## src/rtl/frame_min_max_tracker_pkg.sv

```systemverilog
// Shared definitions for the frame min/max tracker: state encoding,
// default geometry and the frame counter width helper.
package tracker_pkg;

    typedef enum logic [1:0] {
        IDLE  = 2'd0,
        ACCUM = 2'd1,
        DONE  = 2'd2
    } state_t;

    localparam int unsigned TRK_WIDTH     = 10;
    localparam int unsigned TRK_FRAME_LEN = 8;

    // Counter must be able to hold FRAME_LEN itself, not just FRAME_LEN-1.
    function automatic int unsigned cnt_width(input int unsigned frame_len);
        return $clog2(frame_len + 1);
    endfunction

endpackage

```

## src/rtl/n_bit_magnitude_comparator.sv

```systemverilog
// Unsigned magnitude comparator: exactly one of g_t / e / l_t is high.
module n_bit_magnitude_comparator #(
    parameter int unsigned WIDTH = 10
) (
    input  logic [WIDTH-1:0] a,
    input  logic [WIDTH-1:0] b,
    output logic             g_t,
    output logic             e,
    output logic             l_t
);

    assign g_t = (a > b);
    assign e   = (a == b);
    assign l_t = (a < b);

endmodule

```

## src/rtl/frame_min_max_tracker.sv

```systemverilog
// Per-frame running max/min over a valid/ready sample stream, result held
// until accepted. Define TRACKER_INDEX_EN to add first-occurrence indices.
module frame_min_max_tracker
    import tracker_pkg::*;
#(
    parameter int unsigned WIDTH     = TRK_WIDTH,
    parameter int unsigned FRAME_LEN = TRK_FRAME_LEN
) (
    input  logic                         clk,
    input  logic                         rst_n,
    input  logic                         clr,
    input  logic                         in_valid,
    output logic                         in_ready,
    input  logic [WIDTH-1:0]             in_data,
    output logic                         out_valid,
    input  logic                         out_ready,
    output logic [WIDTH-1:0]             max_val,
    output logic [WIDTH-1:0]             min_val,
`ifdef TRACKER_INDEX_EN
    output logic [$clog2(FRAME_LEN)-1:0] max_idx,
    output logic [$clog2(FRAME_LEN)-1:0] min_idx,
`endif
    output logic                         all_eq
);

    localparam int unsigned CW = cnt_width(FRAME_LEN);
    localparam logic [CW-1:0] LAST_CNT = CW'(FRAME_LEN - 1);

    state_t           state;
    logic [CW-1:0]    cnt;
    logic [WIDTH-1:0] run_max;
    logic [WIDTH-1:0] run_min;
    logic [WIDTH-1:0] nxt_max;
    logic [WIDTH-1:0] nxt_min;
    logic             gt_max;
    logic             lt_min;
    logic             eq_nxt;
    logic             unused_cmp_max_e, unused_cmp_max_l;
    logic             unused_cmp_min_g, unused_cmp_min_e;
    logic             unused_cmp_eq_g, unused_cmp_eq_l;

    n_bit_magnitude_comparator #(.WIDTH(WIDTH)) u_cmp_max (
        .a   (in_data),
        .b   (run_max),
        .g_t (gt_max),
        .e   (unused_cmp_max_e),
        .l_t (unused_cmp_max_l)
    );

    n_bit_magnitude_comparator #(.WIDTH(WIDTH)) u_cmp_min (
        .a   (in_data),
        .b   (run_min),
        .g_t (unused_cmp_min_g),
        .e   (unused_cmp_min_e),
        .l_t (lt_min)
    );

    // Strict compares keep the first occurrence on ties.
    assign nxt_max = gt_max ? in_data : run_max;
    assign nxt_min = lt_min ? in_data : run_min;

    n_bit_magnitude_comparator #(.WIDTH(WIDTH)) u_cmp_eq (
        .a   (nxt_max),
        .b   (nxt_min),
        .g_t (unused_cmp_eq_g),
        .e   (eq_nxt),
        .l_t (unused_cmp_eq_l)
    );

    assign in_ready = (state != DONE);

`ifdef TRACKER_INDEX_EN
    localparam int unsigned IW = $clog2(FRAME_LEN);
    logic [IW-1:0] run_max_idx;
    logic [IW-1:0] run_min_idx;
    logic [IW-1:0] nxt_max_idx;
    logic [IW-1:0] nxt_min_idx;

    // Before the increment, cnt equals the 0-based position of this sample.
    assign nxt_max_idx = gt_max ? cnt[IW-1:0] : run_max_idx;
    assign nxt_min_idx = lt_min ? cnt[IW-1:0] : run_min_idx;

    always_ff @(posedge clk or negedge rst_n) begin
        if (!rst_n) begin
            run_max_idx <= '0;
            run_min_idx <= '0;
            max_idx     <= '0;
            min_idx     <= '0;
        end else if (!clr && in_valid) begin
            if (state == IDLE) begin
                run_max_idx <= '0;
                run_min_idx <= '0;
            end else if (state == ACCUM) begin
                run_max_idx <= nxt_max_idx;
                run_min_idx <= nxt_min_idx;
                if (cnt == LAST_CNT) begin
                    max_idx <= nxt_max_idx;
                    min_idx <= nxt_min_idx;
                end
            end
        end
    end
`endif

    always_ff @(posedge clk or negedge rst_n) begin
        if (!rst_n) begin
            state     <= IDLE;
            cnt       <= '0;
            run_max   <= '0;
            run_min   <= '0;
            max_val   <= '0;
            min_val   <= '0;
            all_eq    <= 1'b0;
            out_valid <= 1'b0;
        end else if (clr) begin
            state     <= IDLE;
            cnt       <= '0;
            out_valid <= 1'b0;
        end else begin
            case (state)
                IDLE: begin
                    if (in_valid) begin
                        run_max <= in_data;
                        run_min <= in_data;
                        cnt     <= CW'(1);
                        state   <= ACCUM;
                    end
                end
                ACCUM: begin
                    if (in_valid) begin
                        run_max <= nxt_max;
                        run_min <= nxt_min;
                        cnt     <= cnt + 1'b1;
                        if (cnt == LAST_CNT) begin
                            max_val   <= nxt_max;
                            min_val   <= nxt_min;
                            all_eq    <= eq_nxt;
                            out_valid <= 1'b1;
                            state     <= DONE;
                        end
                    end
                end
                DONE: begin
                    if (out_ready) begin
                        out_valid <= 1'b0;
                        cnt       <= '0;
                        state     <= IDLE;
                    end
                end
                default: begin
                    state <= IDLE;
                    cnt   <= '0;
                end
            endcase
        end
    end

endmodule

```

## config.mk

```make
export PLATFORM = sky130hd
export DESIGN_NAME = frame_min_max_tracker
export DESIGN_NICKNAME = d
export VERILOG_FILES = /design/src/rtl/frame_min_max_tracker_pkg.sv /design/src/rtl/n_bit_magnitude_comparator.sv /design/src/rtl/frame_min_max_tracker.sv
export SDC_FILE = /design/constraint.sdc
export NUM_CORES = 1
export LEC_CHECK = 0
export ABC_AREA = 1
export BUFFER_PORTS_ARGS = -buffer_cell sky130_fd_sc_hd__clkbuf_2
export CORE_ASPECT_RATIO = 0.7
export CORE_MARGIN = 4
export CORE_UTILIZATION = 30
export DETAILED_ROUTE_END_ITERATION = 8
export PLACE_DENSITY = 0.46
export REMOVE_ABC_BUFFERS = 1
export SLEW_MARGIN = 20
export SYNTH_ARGS = -nofsm -noshare
export SYNTH_HDL_FRONTEND = slang
export SYNTH_SLANG_ARGS = --single-unit
```

## constraint.sdc

```tcl
create_clock -name clk -period 2.3 [get_ports clk]
set_clock_uncertainty 0.05 [all_clocks]
set_input_delay 0.115 -clock clk [delete_from_list [all_inputs] [get_ports clk]]
set_output_delay 0.115 -clock clk [all_outputs]
set_load 0.02 [all_outputs]
```

# Word-level counts from Yosys, hierarchy flattened
# Cells that the tools add are included.
[word_totals] latch_bits=0 mem_bits_ro=0 ram_bits=0 n_memories=0 reg_bits=48 out_inout_bits=23 in_bits=15 word_cells=54
[classes] div_mod_pow=0 add_sub_neg=1 n_reduce_logical=8 n_lt_le_gt_ge=2 mux=23 eq_ne=11 bitwise=1 n_mul=0 shifts=0
[op_table] op="$mux 10" n=5
[op_table] op="$pmux 10 s2" n=2
[op_table] op="$mux 4" n=4
[op_table] op="$reduce_and 4->1" n=4
[op_table] op="$ne 3x3->1 const B" n=4
[op_table] op="$pmux 4 s3" n=1
[op_table] op="$eq 10x10->1" n=1
[op_table] op="$gt 10x10->1" n=1
[op_table] op="$lt 10x10->1" n=1
[op_table] op="$mux 2" n=5
[op_table] op="$ne 2x2->1 const B" n=3
[op_table] op="$pmux 2 s3" n=1
[op_table] op="$add 4x1->4 const B" n=1
[op_table] op="$eq 4x3->1 const B" n=1
[op_table] op="$mux 1" n=4
[op_table] op="$reduce_and 3->1" n=1
[op_table] op="$reduce_bool 3->1" n=1
[op_table] op="$eq 2x1->1 const B" n=1
[op_table] op="$eq 2x2->1 const B" n=1
[op_table] op="$logic_not 2->1" n=1
[op_table] op="$pmux 1 s2" n=1
[op_table] op="$reduce_bool 2->1" n=1
[op_table] op="$not 1->1" n=1

# Logic depth before layout (Yosys ltp)
[depth] word_depth=5 ltp_mapped=19 mapped_depth_nobuf=19

# By module
# A second synthesis with hierarchy kept.
[hier_totals] hier_cells=444 hier_area_um2=3195.6
[by_module_without_submodules] mod="frame_min_max_tracker" seq_area_each_um2=1201.2 area_per_inst_um2=2264.7 instances=1 cells_each=285
[by_module_without_submodules] mod="n_bit_magnitude_comparator" seq_area_each_um2=0.0 area_per_inst_um2=310.3 instances=3 cells_each=53

# Worst setup path before layout
# Ideal clock, no wire load.
[synth_timing] path_kind="register to register" start="register run_min[9]" end="register all_eq" required_time_ns=2.134 path_buffers=0 t_arrival_ns=1.804 setup_ns=0.116 synth_period_minus_slack_ns=1.971 slack_ns=0.329 stages_incl_launch_ff=14 cell_sequence="dfrtp_1 > inv_1 > ha_1 > a21o_1 > nor2_8 > nand3_4 > o21ai_0 > inv_1 > nand2_1 > nand2_1 > nand2_1 > nor2_1 > nand2_1 > nand2_1"
[synth_between] elab_chain_cells=3
[synth_rtl] element="from (decl)" line_no="frame_min_max_tracker.sv:32" source="logic [WIDTH-1:0] run_min;"
[synth_rtl] element="from (signal assigned)" line_no="frame_min_max_tracker.sv:124" source="run_min <= in_data;"
[synth_rtl] element="from (signal assigned)" line_no="frame_min_max_tracker.sv:132" source="run_min <= nxt_min;"
[synth_rtl] element="$lt 10x10->1" line_no="n_bit_magnitude_comparator.sv:14" source="assign l_t = (a < b);"
[synth_rtl] element="$mux 10 *" line_no="frame_min_max_tracker.sv:60" source="assign nxt_min = lt_min ? in_data : run_min;"
[synth_rtl] element="$eq 10x10->1 *" line_no="n_bit_magnitude_comparator.sv:13" source="assign e = (a == b);"
[synth_rtl] element="to (signal assigned)" line_no="frame_min_max_tracker.sv:137" source="all_eq <= eq_nxt;"
[synth_rtl] element="to (decl)" line_no="frame_min_max_tracker.sv:23" source="output logic all_eq"
# Every way passes the cells marked *; elsewhere a longest branch is shown, timed or not.
# A chain may end at the register's enable or synchronous reset.

# Worst setup path in the final report
[layout_timing] start="register run_max[4]" end="register all_eq"
[layout_between] elab_chain_cells=3
[layout_rtl] element="from (decl)" line_no="frame_min_max_tracker.sv:31" source="logic [WIDTH-1:0] run_max;"
[layout_rtl] element="from (signal assigned)" line_no="frame_min_max_tracker.sv:123" source="run_max <= in_data;"
[layout_rtl] element="from (signal assigned)" line_no="frame_min_max_tracker.sv:131" source="run_max <= nxt_max;"
[layout_rtl] element="$gt 10x10->1" line_no="n_bit_magnitude_comparator.sv:12" source="assign g_t = (a > b);"
[layout_rtl] element="$mux 10 *" line_no="frame_min_max_tracker.sv:59" source="assign nxt_max = gt_max ? in_data : run_max;"
[layout_rtl] element="$eq 10x10->1 *" line_no="n_bit_magnitude_comparator.sv:13"
# Marked as above.

==> reports/results.ini <==
[routing]
avgViaCountPerCell = 4.86
avgRoutedWirePerCell_um = 15.3
drc = 0
dr.pass1.iters = 4
ant_nets = 0
vias = 3100
wirelength_mm = 9.77
drtIter0Drc = 244

[synth]
avgSynthCellArea_um2 = 7.31
ys_seq_area_share_pct = 38.2
syn_inst = 430
synth_warnings = 0
synth_edf_count = 0
yosys.area.top_type = dfrtp_1
synth.most_common_cell = nand2_1
netlist_area_mm2 = 0.00314
synthFlopType = dfrtp_1
ys_ff_latch = 48
synthDistinctLibCells = 34
synth_top_area_share_pct = 38.2
ys_async_sr_fraction_pct = 100
ys_top_cells_by_area = dfrtp_1 (38%), nand2_1 (19%), ha_1 (8.0%)
synth_common_cells = nand2_1 (155), inv_1 (57), dfrtp_1 (48)

[floorplan]
fp.dieArea_mm2 = 0.0122
ioPinCount = 38
start_util_pct = 31.6
die_y_um = 93.6
dieWidth_um = 130
row_count = 30
core-area_mm2 = 0.00995

[place]
io_buffers = 37
post-dp-hpwl_mm = 6.71
place.gp.congestion = 0.843
pre_cts_slack_ps = -64.6

[global_route]
grt_pass1_wl_mm = 14.8
top_usage_layer = met1
grt_use_met2_pct = 21.2
overflow = 0
met3_usage_pct = 3.31
grt_pass1_vias = 2795
antenna_found_initial = 0
grt_usage_pct = 15.6
grt_max_degree = 38
grtUsageMet1_pct = 24.4

[critical_path]
end_kind = flop
cp.arrival_ps = 2440
crit_top_cell = nand2_2
slowest_delay_ps = 400
r2r-start = run_max[4]
regToRegSetupSlack_ps = 50
crit_required_ps = 2490
cp_max_fo = 6
setup.worst_path.end = all_eq
cp_cell_sequence = inv_2, ha_4, nand2_2, inv_1, nand2_1, nand2_2, nand2_2, nand3_4, buf_8, nand3_2, nand2_2, nand2_4, nand2_2, nor2_2, nand2_1, nor2_1, nand2_1, nand2_1
critPathTopFamily = simple AND/OR/NAND/NOR gates
r2r_end = all_eq
critical_path_class = flop to flop
worst-path-buf-inv = 3
slowest_stage = dfrtp_1
worst-r2r-cell-count = 18
worstSetupStartpoint = run_max[4]
path_depth = 18
worst_setup_path_start_kind = flop

[layout]
area_growth_pct = 36.5
nNetsFinal = 544
drive_gt1_share_pct = 30.6
n_fill_cell = 1017
n_antenna_cell = 0

[pwr]
pwr_density_cell_mw_per_mm2 = 772
p_total_mw = 3.31
peakVddDrop_mv = 0.319
power_leakage_nw = 2.22

[run_status]
status = complete, no violations

[min_path]
hold_path.class = input pin to flop
min_path_cells = 3

[sta]
finalMaxSlewViolations = 0
hold_ws_ps = 69.9
rsz0062_at_grt = yes
max_slew.worst_pin.slew_ps = 588
fmax_ghz = 0.444
timing.slew.headroom_pct = 60.7
setup_slack_ps = 47.9
setup_viol = 0
post-route-period-util_pct = 97.9
period_minus_slack_ps = 2250
finalHoldViolations = 0

[clock_tree]
path_clk_slew_ps = 70
cts_tree = yes
clk_latency_ps = 300
cts_max_level = 2
root_buffer = clkbuf_16
cts.sinks = 48
clockBufferDepth = 2
cts-buffers-inserted = 5

[job]
max_cap_violations = 0

## area by class of cell
cell class	instances	area, um2	area share, %
multi-input combinational	312	1940	45.2
sequential	48	1200	28.0
tap	128	160	3.73
clock buffer	7	153	3.56
clock inverter	1	30.0	0.700
inverter	58	218	5.08
timing repair buffer	84	587	13.7
## metal layers
metal	part of all wire, %	up-vias	wire length (um)
li1	-	1568	-
met1	52	1450	5050
met2	41	78	4040
met3	6.3	4	613
met4	0.72	0	70
met5	0	-	0
## how the worst min path moves through the flow
stage	start	endpoint	slack, ps
6_report	in_valid	state[0]	70
5_1_grt	in_valid	state[0]	90
4_1_cts	in_valid	state[0]	60
3_5_place_dp	rst_n	max_val[6]	90
3_3_place_gp	rst_n	max_val[6]	70
2_1_floorplan	rst_n	all_eq	-230
## power breakdown
group	leakage, nW	switching [mW]	internal (mW)
clock	0.0901	0.347	0.574
combinational	1.54	0.830	0.588
sequential	0.593	0.0483	0.925
## stage by stage
stage	utilization (%)	instance area, um2	instances	setup TNS (ps)
floorplan	-	3060	416	0
global placement	36.6	3640	612	-43.7
detailed placement	36.6	3640	612	-64.6
CTS	39.0	3880	625	0
global route	43.1	4290	638	-122
finish	43.1	4290	638	0
## kinds of logic after synthesis
group / after synthesis / synth area share, %
xor+xnor: 1 / 0.279
buf+inv: 72 / 9.47
simple gates: 215 / 30.1
fa+ha+maj: 20 / 7.96
compound gates: 74 / 13.9
flops: 48 / 38.2
## flip-flops by register name, summed over array words and instances (netlist names)
name	cells
run_min	10
run_max	10
min_val	10
cnt	4
state	2
all_eq	1
max_val	10
out_valid	1
## layout by cell type, fill, tap and decap left out, types with 14 or more instances in the layout
cell type  instances
nand2_1          137
clkbuf_2          37
nand2_2           20
inv_1             48
a22oi_1           20
dfrtp_1           48
a21oi_1           16
o21ai_0           19
buf_4             40
nand3_1           14
## worst register-to-register path: stages, from the launching register on
cell	delay (ps)
dfrtp_1	400
inv_2	110
ha_4	200
nand2_2	90
inv_1	40
nand2_1	60
nand2_2	60
nand2_2	100
nand3_4	190
buf_8	210
nand3_2	60
nand2_2	70
nand2_4	90
nand2_2	60
nor2_2	120
nand2_1	70
nor2_1	100
nand2_1	50
nand2_1	60
## repair_timing
action | CTS | global route
pin swaps | 1 | 32
buffers inserted | 2 | 10
cloned | 0 | 3
endpoints found under the setup margin | 1 | 5
resized for setup | 3 | 60
hold endpoints to repair | 19 | 0
hold buffers | 3 | 0
Power figures use the tool's default switching activity.
